===== src/rtl/seg7_scan_decoder.sv =====
// Receive-side decoder for a multiplexed 4-digit seven-segment bus: settles, decodes
// and reassembles 16-bit frames. Optional watchdog enabled by macro SEG7_WATCHDOG_EN.
`timescale 1ns/1ps
module seg7_scan_decoder #(
  parameter int unsigned SETTLE    = 4,
  parameter int unsigned TIMEOUT_W = 20
) (
  input  logic        clk,
  input  logic        rst,
  input  logic [6:0]  seg_in,
  input  logic [3:0]  digit_sel_in,
  output logic [15:0] value,
  output logic        value_valid,
  output logic [3:0]  digit_err,
  output logic        sel_err,
  output logic        link_lost
);

  typedef enum logic [0:0] {ACQUIRE, RUN} state_t;

  localparam logic [7:0] SETTLE_MAX = 8'(SETTLE);
  localparam logic [7:0] SETTLE_M1  = 8'(SETTLE - 1);

  logic [6:0]  seg_s1_q, seg_s2_q;
  logic [3:0]  sel_s1_q, sel_s2_q;
  logic [10:0] prev_q;
  logic [7:0]  cnt_q, cnt_d;
  logic        captured_q, captured_d;
  state_t      state_q, state_d;
  logic [15:0] shadow_q, shadow_d;
  logic [3:0]  err_sh_q, err_sh_d;
  logic [3:0]  seen_q, seen_d;
  logic [15:0] value_q, value_d;
  logic [3:0]  digit_err_q, digit_err_d;
  logic        value_valid_q, value_valid_d;
  logic        sel_err_q, sel_err_d;

  logic        same, strobe, cap;
  logic [1:0]  sel_idx;
  logic        sel_ok, sel_bad;
  logic [3:0]  nib;
  logic        seg_bad;
  logic        wd_expired;
  logic [15:0] shadow_n;
  logic [3:0]  err_n, seen_n;

  always_ff @(posedge clk) begin
    if (rst) begin
      seg_s1_q <= '0;
      seg_s2_q <= '0;
      sel_s1_q <= '1;
      sel_s2_q <= '1;
      prev_q   <= {4'hF, 7'h00};
    end else begin
      seg_s1_q <= seg_in;
      seg_s2_q <= seg_s1_q;
      sel_s1_q <= digit_sel_in;
      sel_s2_q <= sel_s1_q;
      prev_q   <= {sel_s2_q, seg_s2_q};
    end
  end

  // One strobe per dwell: captured blocks re-firing until the bus changes.
  always_comb begin
    same       = ({sel_s2_q, seg_s2_q} == prev_q);
    strobe     = same && (cnt_q == SETTLE_M1) && !captured_q;
    cnt_d      = '0;
    captured_d = 1'b0;
    if (same) begin
      cnt_d      = (cnt_q == SETTLE_MAX) ? cnt_q : cnt_q + 8'd1;
      captured_d = captured_q | strobe;
    end
  end

  always_comb begin
    sel_idx = '0;
    sel_ok  = 1'b0;
    sel_bad = 1'b0;
    case (sel_s2_q)
      4'b1110: begin sel_idx = 2'd0; sel_ok = 1'b1; end
      4'b1101: begin sel_idx = 2'd1; sel_ok = 1'b1; end
      4'b1011: begin sel_idx = 2'd2; sel_ok = 1'b1; end
      4'b0111: begin sel_idx = 2'd3; sel_ok = 1'b1; end
      4'b1111: ;
      default: sel_bad = 1'b1;
    endcase
    cap = strobe && sel_ok;
  end

  always_comb begin
    nib     = 4'hE;
    seg_bad = 1'b0;
    case (seg_s2_q)
      7'b1111110: nib = 4'h0;
      7'b0110000: nib = 4'h1;
      7'b1101101: nib = 4'h2;
      7'b1111001: nib = 4'h3;
      7'b0110011: nib = 4'h4;
      7'b1011011: nib = 4'h5;
      7'b1011111: nib = 4'h6;
      7'b1110000: nib = 4'h7;
      7'b1111111: nib = 4'h8;
      7'b1111011: nib = 4'h9;
      7'b0000001: nib = 4'hF;
      default:    seg_bad = 1'b1;
    endcase
  end

`ifdef SEG7_WATCHDOG_EN
  logic [TIMEOUT_W-1:0] wd_q, wd_d;

  always_comb begin
    wd_d = '0;
    if (state_q == RUN && !cap) wd_d = wd_q + 1'b1;
  end

  always_ff @(posedge clk) begin
    if (rst) wd_q <= '0;
    else     wd_q <= wd_d;
  end

  assign wd_expired = (wd_q == '1);
`else
  logic unused_timeout_w;
  assign unused_timeout_w = (TIMEOUT_W != 0);
  assign wd_expired       = 1'b0;
`endif

  always_comb begin
    state_d       = state_q;
    shadow_d      = shadow_q;
    err_sh_d      = err_sh_q;
    seen_d        = seen_q;
    value_d       = value_q;
    digit_err_d   = digit_err_q;
    value_valid_d = 1'b0;
    sel_err_d     = strobe && sel_bad;
    shadow_n      = shadow_q;
    err_n         = err_sh_q;
    seen_n        = seen_q;
    shadow_n[{sel_idx, 2'b00} +: 4] = nib;
    err_n[sel_idx]                  = seg_bad;
    seen_n[sel_idx]                 = 1'b1;
    case (state_q)
      ACQUIRE: begin
        if (cap && sel_idx == 2'd0) begin
          shadow_d[3:0] = nib;
          err_sh_d      = {3'b000, seg_bad};
          seen_d        = 4'b0001;
          state_d       = RUN;
        end
      end
      RUN: begin
        if (cap) begin
          shadow_d = shadow_n;
          if (seen_n == 4'b1111) begin
            value_d       = shadow_n;
            digit_err_d   = err_n;
            value_valid_d = 1'b1;
            seen_d        = '0;
            err_sh_d      = '0;
          end else begin
            seen_d   = seen_n;
            err_sh_d = err_n;
          end
        end else if (wd_expired) begin
          state_d  = ACQUIRE;
          seen_d   = '0;
          err_sh_d = '0;
        end
      end
      default: state_d = ACQUIRE;
    endcase
  end

  always_ff @(posedge clk) begin
    if (rst) begin
      cnt_q         <= '0;
      captured_q    <= 1'b0;
      state_q       <= ACQUIRE;
      shadow_q      <= '0;
      err_sh_q      <= '0;
      seen_q        <= '0;
      value_q       <= '0;
      digit_err_q   <= '0;
      value_valid_q <= 1'b0;
      sel_err_q     <= 1'b0;
    end else begin
      cnt_q         <= cnt_d;
      captured_q    <= captured_d;
      state_q       <= state_d;
      shadow_q      <= shadow_d;
      err_sh_q      <= err_sh_d;
      seen_q        <= seen_d;
      value_q       <= value_d;
      digit_err_q   <= digit_err_d;
      value_valid_q <= value_valid_d;
      sel_err_q     <= sel_err_d;
    end
  end

  assign value       = value_q;
  assign value_valid = value_valid_q;
  assign digit_err   = digit_err_q;
  assign sel_err     = sel_err_q;
  assign link_lost   = (state_q == ACQUIRE);

endmodule


===== config.mk =====
export PLATFORM = sky130hd
export DESIGN_NAME = seg7_scan_decoder
export DESIGN_NICKNAME = d
export VERILOG_FILES = /design/src/rtl/seg7_scan_decoder.sv
export SDC_FILE = /design/constraint.sdc
export NUM_CORES = 1
export LEC_CHECK = 0
export CAP_MARGIN = 5
export CORE_ASPECT_RATIO = 1.2
export CORE_MARGIN = 1
export CORE_UTILIZATION = 35
export CTS_BUF_LIST = sky130_fd_sc_hd__clkbuf_8
export DETAILED_ROUTE_END_ITERATION = 8
export SYNTH_ARGS = -nofsm -noshare
export SYNTH_HDL_FRONTEND = slang
export SYNTH_SLANG_ARGS = --single-unit
export TNS_END_PERCENT = 30

===== constraint.sdc =====
create_clock -name clk -period 4.8 [get_ports clk]
set_input_delay 0.96 -clock clk [delete_from_list [all_inputs] [get_ports clk]]
set_output_delay 0.96 -clock clk [all_outputs]
set_load 0.05 [all_outputs]

**After elaboration in Yosys (flattened, before gate mapping)**

Cells that the tools add are included.

- Logic and storage cells: 88
- Register bits: 89
- Input bits: 13
- Output and inout port bits: 23

- Equality and inequality tests: 22
- Order comparisons: 2
- $add $sub $neg: 2
- Reduce and logical (&&, ||, !) cells: 16
- Shift operators: 2
- Multiplexer cells: 23
- Bitwise gates (word level): 5

Operators with widths:

| operator | count |
|---|---|
| 7-bit equality test, second input constant | 8 |
| 4-bit one-hot mux with 11 select lines | 1 |
| 4-bit two-way mux | 8 |
| 4-bit one-hot mux with 2 select lines | 3 |
| 4-bit equality test, second input constant | 5 |
| 16-bit bitwise mux | 1 |
| 4-bit by 6-bit variable shift with 16-bit output, first input constant | 1 |
| 4-bit by 6-bit variable part select with 16-bit output | 1 |
| 7-bit by 6-bit equality test with 1-bit output, second input constant | 2 |
| 11-bit equality test | 1 |
| 11-bit OR reduction | 1 |
| 8-bit by 1-bit adder with 8-bit output, second input constant | 1 |
| 8-bit by 2-bit equality test with 1-bit output, second input constant | 1 |
| 8-bit by 3-bit equality test with 1-bit output, second input constant | 1 |
| 7-bit by 1-bit equality test with 1-bit output, second input constant | 1 |
| 1-bit logical AND | 6 |
| 1-bit two-way mux | 6 |
| 4-bit negator with 6-bit output | 1 |
| 2-bit one-hot mux with 3 select lines | 1 |
| 5-bit OR reduction | 1 |
| 4-bit bitwise mux | 1 |
| 4-bit by 3-bit equality test with 1-bit output, second input constant | 1 |
| 2-bit by 1-bit inequality test with 1-bit output, second input constant | 2 |
| 4-bit bitwise OR | 1 |
| 13 further kinds | 16 |

**Logic depth before layout (Yosys ltp)**

Gate-level depths: netlist of the first run.

- Depth in word-level cells: 11
- Depth in mapped cells: 13
- Depth with buffers taken out: 9

**Worst setup path after synthesis of the first run**

Ideal clock, no wire load.

- Path type: reg-to-reg
- Start point: register sel_s2_q[1]
- End point: register value_q[10], in the netlist value[10]
- Library setup time: 128 ps
- Data arrival time: 2450 ps
- Path slack: 2223 ps
- Path buffers: 5
- Cell stages (with the launch flop): 14
- Cells stage by stage: dfxtp_1 > clkbuf_1 > xnor2_1 > or2_2 > clkbuf_1 > ha_1 > clkbuf_1 > o22ai_1 > nor2_1 > nor4b_2 > buf_4 > buf_6 > mux2i_1 > nor2_1

- Cells in the longest elaborated chain, start to end: 9
- Elaborated cells between the ends (all ways): 23
- Those cells by class: 1 x add/sub; 2 x order compare; 6 x eq/ne; 2 x shift; 5 x mux; 1 x bitwise; 6 x reduce/logical

RTL lines:

| item | line | RTL |
|---|---|---|
| start, declared | 25 | `logic [3:0] sel_s1_q, sel_s2_q;` |
| start signal, assigned | 58 | `sel_s2_q <= sel_s1_q;` |
| 4-bit by 3-bit equality test with 1-bit output / 4-bit equality test (equally long branches) | 79 | `case (sel_s2_q)` |
| 2-bit one-hot mux with 3 select lines | 79 |  |
| 2-bit by 3-bit < comparator with 1-bit output (implied by the code) / 2-bit by 1-bit greater-or-equal comparator with 1-bit output (equally long branches) | 143 | `seen_n[sel_idx] = 1'b1;` |
| 1-bit logical AND (implied by the code) | 143 |  |
| 1-bit two-way mux (implied by the code) | 143 |  |
| 1-bit demux with 2-bit select | 143 |  |
| 4-bit bitwise OR (no line) | n/a |  |
| 4-bit equality test | 156 | `if (seen_n == 4'b1111) begin` |
| 3-bit AND reduction (no line) | n/a |  |
| end signal, assigned | 195 | `value_q <= value_d;` |
| end, declared | 33 | `logic [15:0] value_q, value_d;` |

Parallel ways exist; a longest one is shown, timed or not.
A chain may end at the register's enable or synchronous reset.

**Worst setup path after layout of the first run**

- Start point: register sel_s2_q[1]
- End point: register value_q[12], in the netlist value[12]

Same word-level chain as after synthesis.

==> flow_summary.yaml, run 1 <==
timing:
  tns_ps: 0
  slew_viol_final: 0
  setup_ws_ps: 1850
  period_share: 0.614
  hold_viol_final: 0
  fin_skew_ps: 15.6
  fin_hold_ws_ps: 412
  rsz0062_at_grt: "no"
  fmax_ghz: 0.339
  tightest_slew_ps: 965
  min_period_ps: 2950
  slew_headroom: 0.356
  setup_violations: 0
critical_path:
  cp_common_cell: "nor2_1"
  cp.required_ps: 5040
  endpoint_kind: "register"
  cp_slowest_cell: "ha_1"
  startpoint_type: "register"
  worstSetupPathType: "register to register"
  arrival_ps: 3190
  critical_path.cell_chain: "xnor2_1 > or2_2 > inv_1 > ha_1 > o22ai_1 > nor2_1 > nor4b_4 > buf_4 > mux2i_1 > nor2_1"
  cp_max_fo: 26
  slowest_delay_ps: 480
global_routing:
  antenna_found_initial: 0
  overflow: 0
  grt_pass1_vias: 2820
  track_usage: 0.153
  grt_max_degree: 55
  grt_pass1_wl_um: 13900
synth:
  netlist_area_sq_um: 3880
  yosys.area.top_type: "dfxtp_1"
  ys_top_cells_by_area: "dfxtp_1, xor2_1, nor2b_1"
  ys_ff_latch: 89
  synth_edf_count: 0
  syn_nets: 451
  synth_most_common_cell: "dfxtp_1"
  postSynthAreaPerCell_sq_um: 8.98
  yosysTopAreaCellShare: 0.459
  seq_area_frac_synth: 0.459
  synth_ff_type: "dfxtp_1"
  synth_warnings: 0
  synth_cell_types: 52
  netlist_top_cells_count: "dfxtp_1, nor2_1, nor2b_1"
  synthArstFlopShare: 0
  syn_inst: 432
cts:
  root_buffer: "clkbuf_8"
  post-cts-setup-buffer-count: 0
  cts_inserted_buffers: 9
  postCtsHoldBufs: 0
  cts_tree: "yes"
  cts.sinks: 89
  clkSlewWorstSetupHoldPaths_ps: 90
  htreeDepth: 3
  cts_resized: 0
  clockBufferDepth: 2
  clk_latency_ps: 370
detailed_routing:
  drc: 3
  vias: 3056
  drtPass1Iterations: 6
  first_iter_violations: 259
  routed_wl_um: 8260
  detail_route.wl_per_cell_um: 14.1
  drtAntennaViolNets: 0
  viasPerCell: 5.23
floorplan:
  die_y_um: 117
  start_util: 0.364
  rows: 41
  fp.dieArea_sq_um: 11500
  coreArea_sq_um: 10700
  die_w_um: 98.1
  num_io_pins: 36
pwr:
  p_int_mw: 0.973
  p_sw_frac: 0.258
  clkPwrFrac: 0.348
  switching_power_mw: 0.338
  power_density_nw_per_um2: 295
  seqPwrFrac: 0.580
  comb_power_share: 0.072
  p_leak_nw: 1.52
  vdd_drop_max_mv: 0.141
finish:
  diodes: 0
  drive_above_1_share: 0.0879
  area_growth_pct: 14.6
  fin_nets: 470
  final_core_util: 0.417
status:
  violations: "design-rule violations"
  status: "finished with violations"
run:
  drv_cap: 0
place:
  io_buffers: 35
  place_ws_ps: 1870
  gp_congestion: 0.817
  hpwl_um: 5670
hold_path:
  hold_path.class: "register to register"
-- layout by cell type, fill, tap and decap left out, types with 6 or more instances in the layout --
master and n:
a31oi_1 10, dfxtp_1 89, clkbuf_8 9, o22ai_1 11, nor2_1 38, xor2_1 17, nor4_1 8, ha_1 6
inv_1 19, nand3_1 22, clkdlybuf4s50_1 34, a32o_1 7, nand2b_1 16, nand2_1 21, mux2i_1 12, o32ai_1 8
or2_2 13, o21ai_0 16, a21oi_1 8, nor2b_1 23, nor3_1 9
-- power groups by stage --
stage	Clock (mW)	Sequential, mW	Combinational, mW
after global placement	0	0.777	0.0931
after global routing	0.503	0.762	0.105
final	0.456	0.760	0.0941
after CTS	0.477	0.760	0.0944
after detailed placement	0	0.777	0.0941
after floorplan	0	0.770	0.0733
-- flip-flops by register name (all words and copies together), names as in the netlist, 7 cells and up --
| signal | count |
|---|---|
| shadow_q | 16 |
| prev_q | 11 |
| cnt_q | 8 |
| seg_s2_q | 7 |
| seg_s1_q | 7 |
| value | 16 |
-- metal layers --
metal | share of wire | vias to the layer above | global-route usage | wire, um
met1 | 0.46 | 1411 | 0.194 | 3770
met2 | 0.47 | 80 | 0.234 | 3890
met4 | 0.024 | 0 | 0.0843 | 201
met3 | 0.047 | 12 | 0.0399 | 390
li1 | - | 1553 | - | -
met5 | 0 | - | 0 | 0
-- cell type report --
cell class	instances	area, sq um
clock buffer	9	124
clock inverter	6	42.5
fill	1075	6220
inverter	20	75.1
multi-input combinational	293	1890
sequential	89	1780
tap	129	161
timing repair buffer	38	368
-- cells by family (layout without fill, tap and decap cells) --
| logic type | count (synthesis) | after routing | share of synthesized area |
|---|---|---|---|
| AO/OA/AOI/OAI | 77 | 77 | 0.138 |
| XOR/XNOR | 20 | 20 | 0.0452 |
| adder cells (fa/ha/maj) | 7 | 7 | 0.0219 |
| buffers and inverters | 50 | 73 | 0.0545 |
| flip-flops | 89 | 89 | 0.459 |
| multiplexers | 13 | 13 | 0.0339 |
| AND/OR/NAND/NOR | 176 | 176 | 0.247 |
-- per-stage QoR --
stage | std cells | cell area (sq um) | total power, mW
CTS | 584 | 4450 | 1.33
floorplan | 432 | 3880 | 0.843
finish | 584 | 4450 | 1.31
global placement | 569 | 4280 | 0.870
detailed placement | 569 | 4280 | 0.871
global route | 584 | 4450 | 1.37
-- path summary, 6_finish.rpt --
path	to	cells past startpoint	startpoint	slack, ps
max reg2reg	value[12]	10	sel_s2_q[1]	1850
max	value[12]	10	sel_s2_q[1]	1850
min	sel_s2_q[1]	1	sel_s1_q[1]	410
min reg2reg	sel_s2_q[1]	1	sel_s1_q[1]	410
-- worst max-delay path: cells and delay by family, from the launching register on --
| family | cells | cell delay [ps] |
|---|---|---|
| and+or+nand+nor | 4 | 860 |
| adders and majority gates | 1 | 480 |
| buffers and inverters | 2 | 510 |
| DFF | 1 | 470 |
| xor gates and xnor gates | 1 | 100 |
| muxes | 1 | 230 |
| AOI/OAI and AO/OA | 1 | 170 |
No activity file was read; power rests on OpenSTA's default activity.
==> run 2, diff against run 1 <==
clock period = 3.04 ns   (was 4.8 ns; I/O delays follow)
==> run 2 against run 1 <==
The run still ends with design-rule violations left. Register-to-register slack lost 1500 ps. Critical endpoint is now value[14]. Clock skew shrank 3.3 ps. Hold slack gained 0.85 ps. Clock power grew 100%.
==> flow_summary.yaml, run 2 (same netlist as run 1, synthesis figures left out) <==
floorplan:
  coreArea_sq_um: 10700
  num_io_pins: 36
  die_w_um: 98.1
  start_util: 0.364
  fp.dieArea_sq_um: 11500
  die_y_um: 117
  rows: 41
critical_path:
  arrival_ps: 2880
  endpoint_kind: "register"
  cp_max_fo: 26
  worstSetupPathType: "register to register"
  startpoint_type: "register"
  cp.required_ps: 3280
global_routing:
  met2_usage: 0.247
  grt_max_degree: 55
  grt_pass1_wl_um: 14200
  overflow: 0
  grtUsageMet1: 0.197
  grt.busiest_layer: "met2"
  grtUsageMet3: 0.0328
  track_usage: 0.155
  antenna_found_initial: 0
  grt_pass1_vias: 2904
timing:
  fin_skew_ps: 12.3
  tns_ps: 0
  fmax_ghz: 0.379
  setup_violations: 0
  fin_hold_ws_ps: 413
  slew_viol_final: 0
  tightest_slew_ps: 819
  slew_headroom: 0.454
  hold_viol_final: 0
  min_period_ps: 2640
  rsz0062_at_grt: "no"
  period_share: 0.869
finish:
  final_common_cell: "dfxtp_1"
  fin_cells: 593
  final_cell_area_sq_um: 4570
  multi_input_area_sq_um: 1890
  drive_above_1_share: 0.106
  area_growth_pct: 17.8
  ff_latch_area_sq_um: 1780
  fill_cells: 1078
  final_cell_mix: "dfxtp_1, nor2_1, clkdlybuf4s50_1, nor2b_1, nand3_1"
  fin_nets: 478
  diodes: 0
status:
  status: "finished with violations"
  violations: "design-rule violations"
cts:
  cts_inserted_buffers: 9
  post-cts-setup-buffer-count: 0
  root_buffer: "clkbuf_8"
  clockBufferDepth: 2
  cts_tree: "yes"
  postCtsHoldBufs: 0
  cts_resized: 0
  clkSlewWorstSetupHoldPaths_ps: 90
  cts.sinks: 89
  htreeDepth: 3
  clk_latency_ps: 370
detailed_routing:
  detail_route.wl_per_cell_um: 14.0
  drc: 3
  viasPerCell: 5.18
  drtAntennaViolNets: 0
  first_iter_violations: 163
  vias: 3073
  drtPass1Iterations: 6
  routed_wl_um: 8310
place:
  place_area_sq_um: 4340
  dp.cells: 577
  hpwl_um: 5790
  io_buffers: 35
  gp_congestion: 0.817
pwr:
  p_leak_nw: 1.59
  power_density_nw_per_um2: 498
  power_mw: 2.28
  vdd_drop_max_mv: 0.235
hold_path:
  hold_path.class: "register to register"
run:
  drv_cap: 0
-- run 2: changes by cell type in the layout (fill, tap and decap cells not counted), sizes merged --
cell,previous run,this run
clkbuf,9,10
clkinvlp,2,1
inv,21,20
buf,4,12
bufinv,0,2
-- run 2: power breakdown --
group | internal [mW] | leakage [nW] | total, mW | switching [mW]
Sequential | 1.18 | 0.723 | 1.20 | 0.0169
Combinational | 0.0644 | 0.758 | 0.157 | 0.0929
Clock | 0.488 | 0.113 | 0.918 | 0.430
Total | 1.74 | 1.59 | 2.28 | 0.540
-- run 2: per-stage QoR --
stage | utilization | setup WS (ps)
final | 0.428 | 398
after global routing | 0.428 | 174
after CTS | 0.428 | 434
after detailed placement | 0.407 | 431
after global placement | 0.407 | 541
after floorplan | - | 463
-- run 2: cell type report --
class / instances / area share
inverter: 20 / 0.0164
tap: 129 / 0.0353
timing repair buffer: 46 / 0.0937
sequential: 89 / 0.390
clock inverter: 6 / 0.0197
multi-input combinational: 293 / 0.415
clock buffer: 10 / 0.0301
-- run 2: worst max-delay path: stages, from the launching register on --
cell	delay [ps]
dfxtp_1	480
xnor2_1	90
or2_2	340
inv_1	160
ha_1	210
o22ai_1	100
nor2_1	240
nor4b_4	250
buf_4	350
mux2i_1	240
nor2_1	50
-- run 2: path summary, 6_finish.rpt --
| check | startpoint | end | slack [ps] | cells after the start |
|---|---|---|---|---|
| max | sel_s2_q[3] | value[14] | 400 | 10 |
| max reg2reg | sel_s2_q[3] | value[14] | 400 | 10 |
| min reg2reg | sel_s1_q[2] | sel_s2_q[2] | 410 | 1 |
| min | sel_s1_q[2] | sel_s2_q[2] | 410 | 1 |
-- run 2: routing by layer --
layer  vias to the layer above  wire length (um)
li1                       1559                 -
met1                      1434              3790
met2                        62              4010
met3                        18               330
met4                         0               181
met5                         -                 0
==> run 3, diff against run 2 <==
TNS_END_PERCENT = 100   (was 30)
==> results of run 3 <==
Final layout, timing and power as in run 2 (identical DEF).
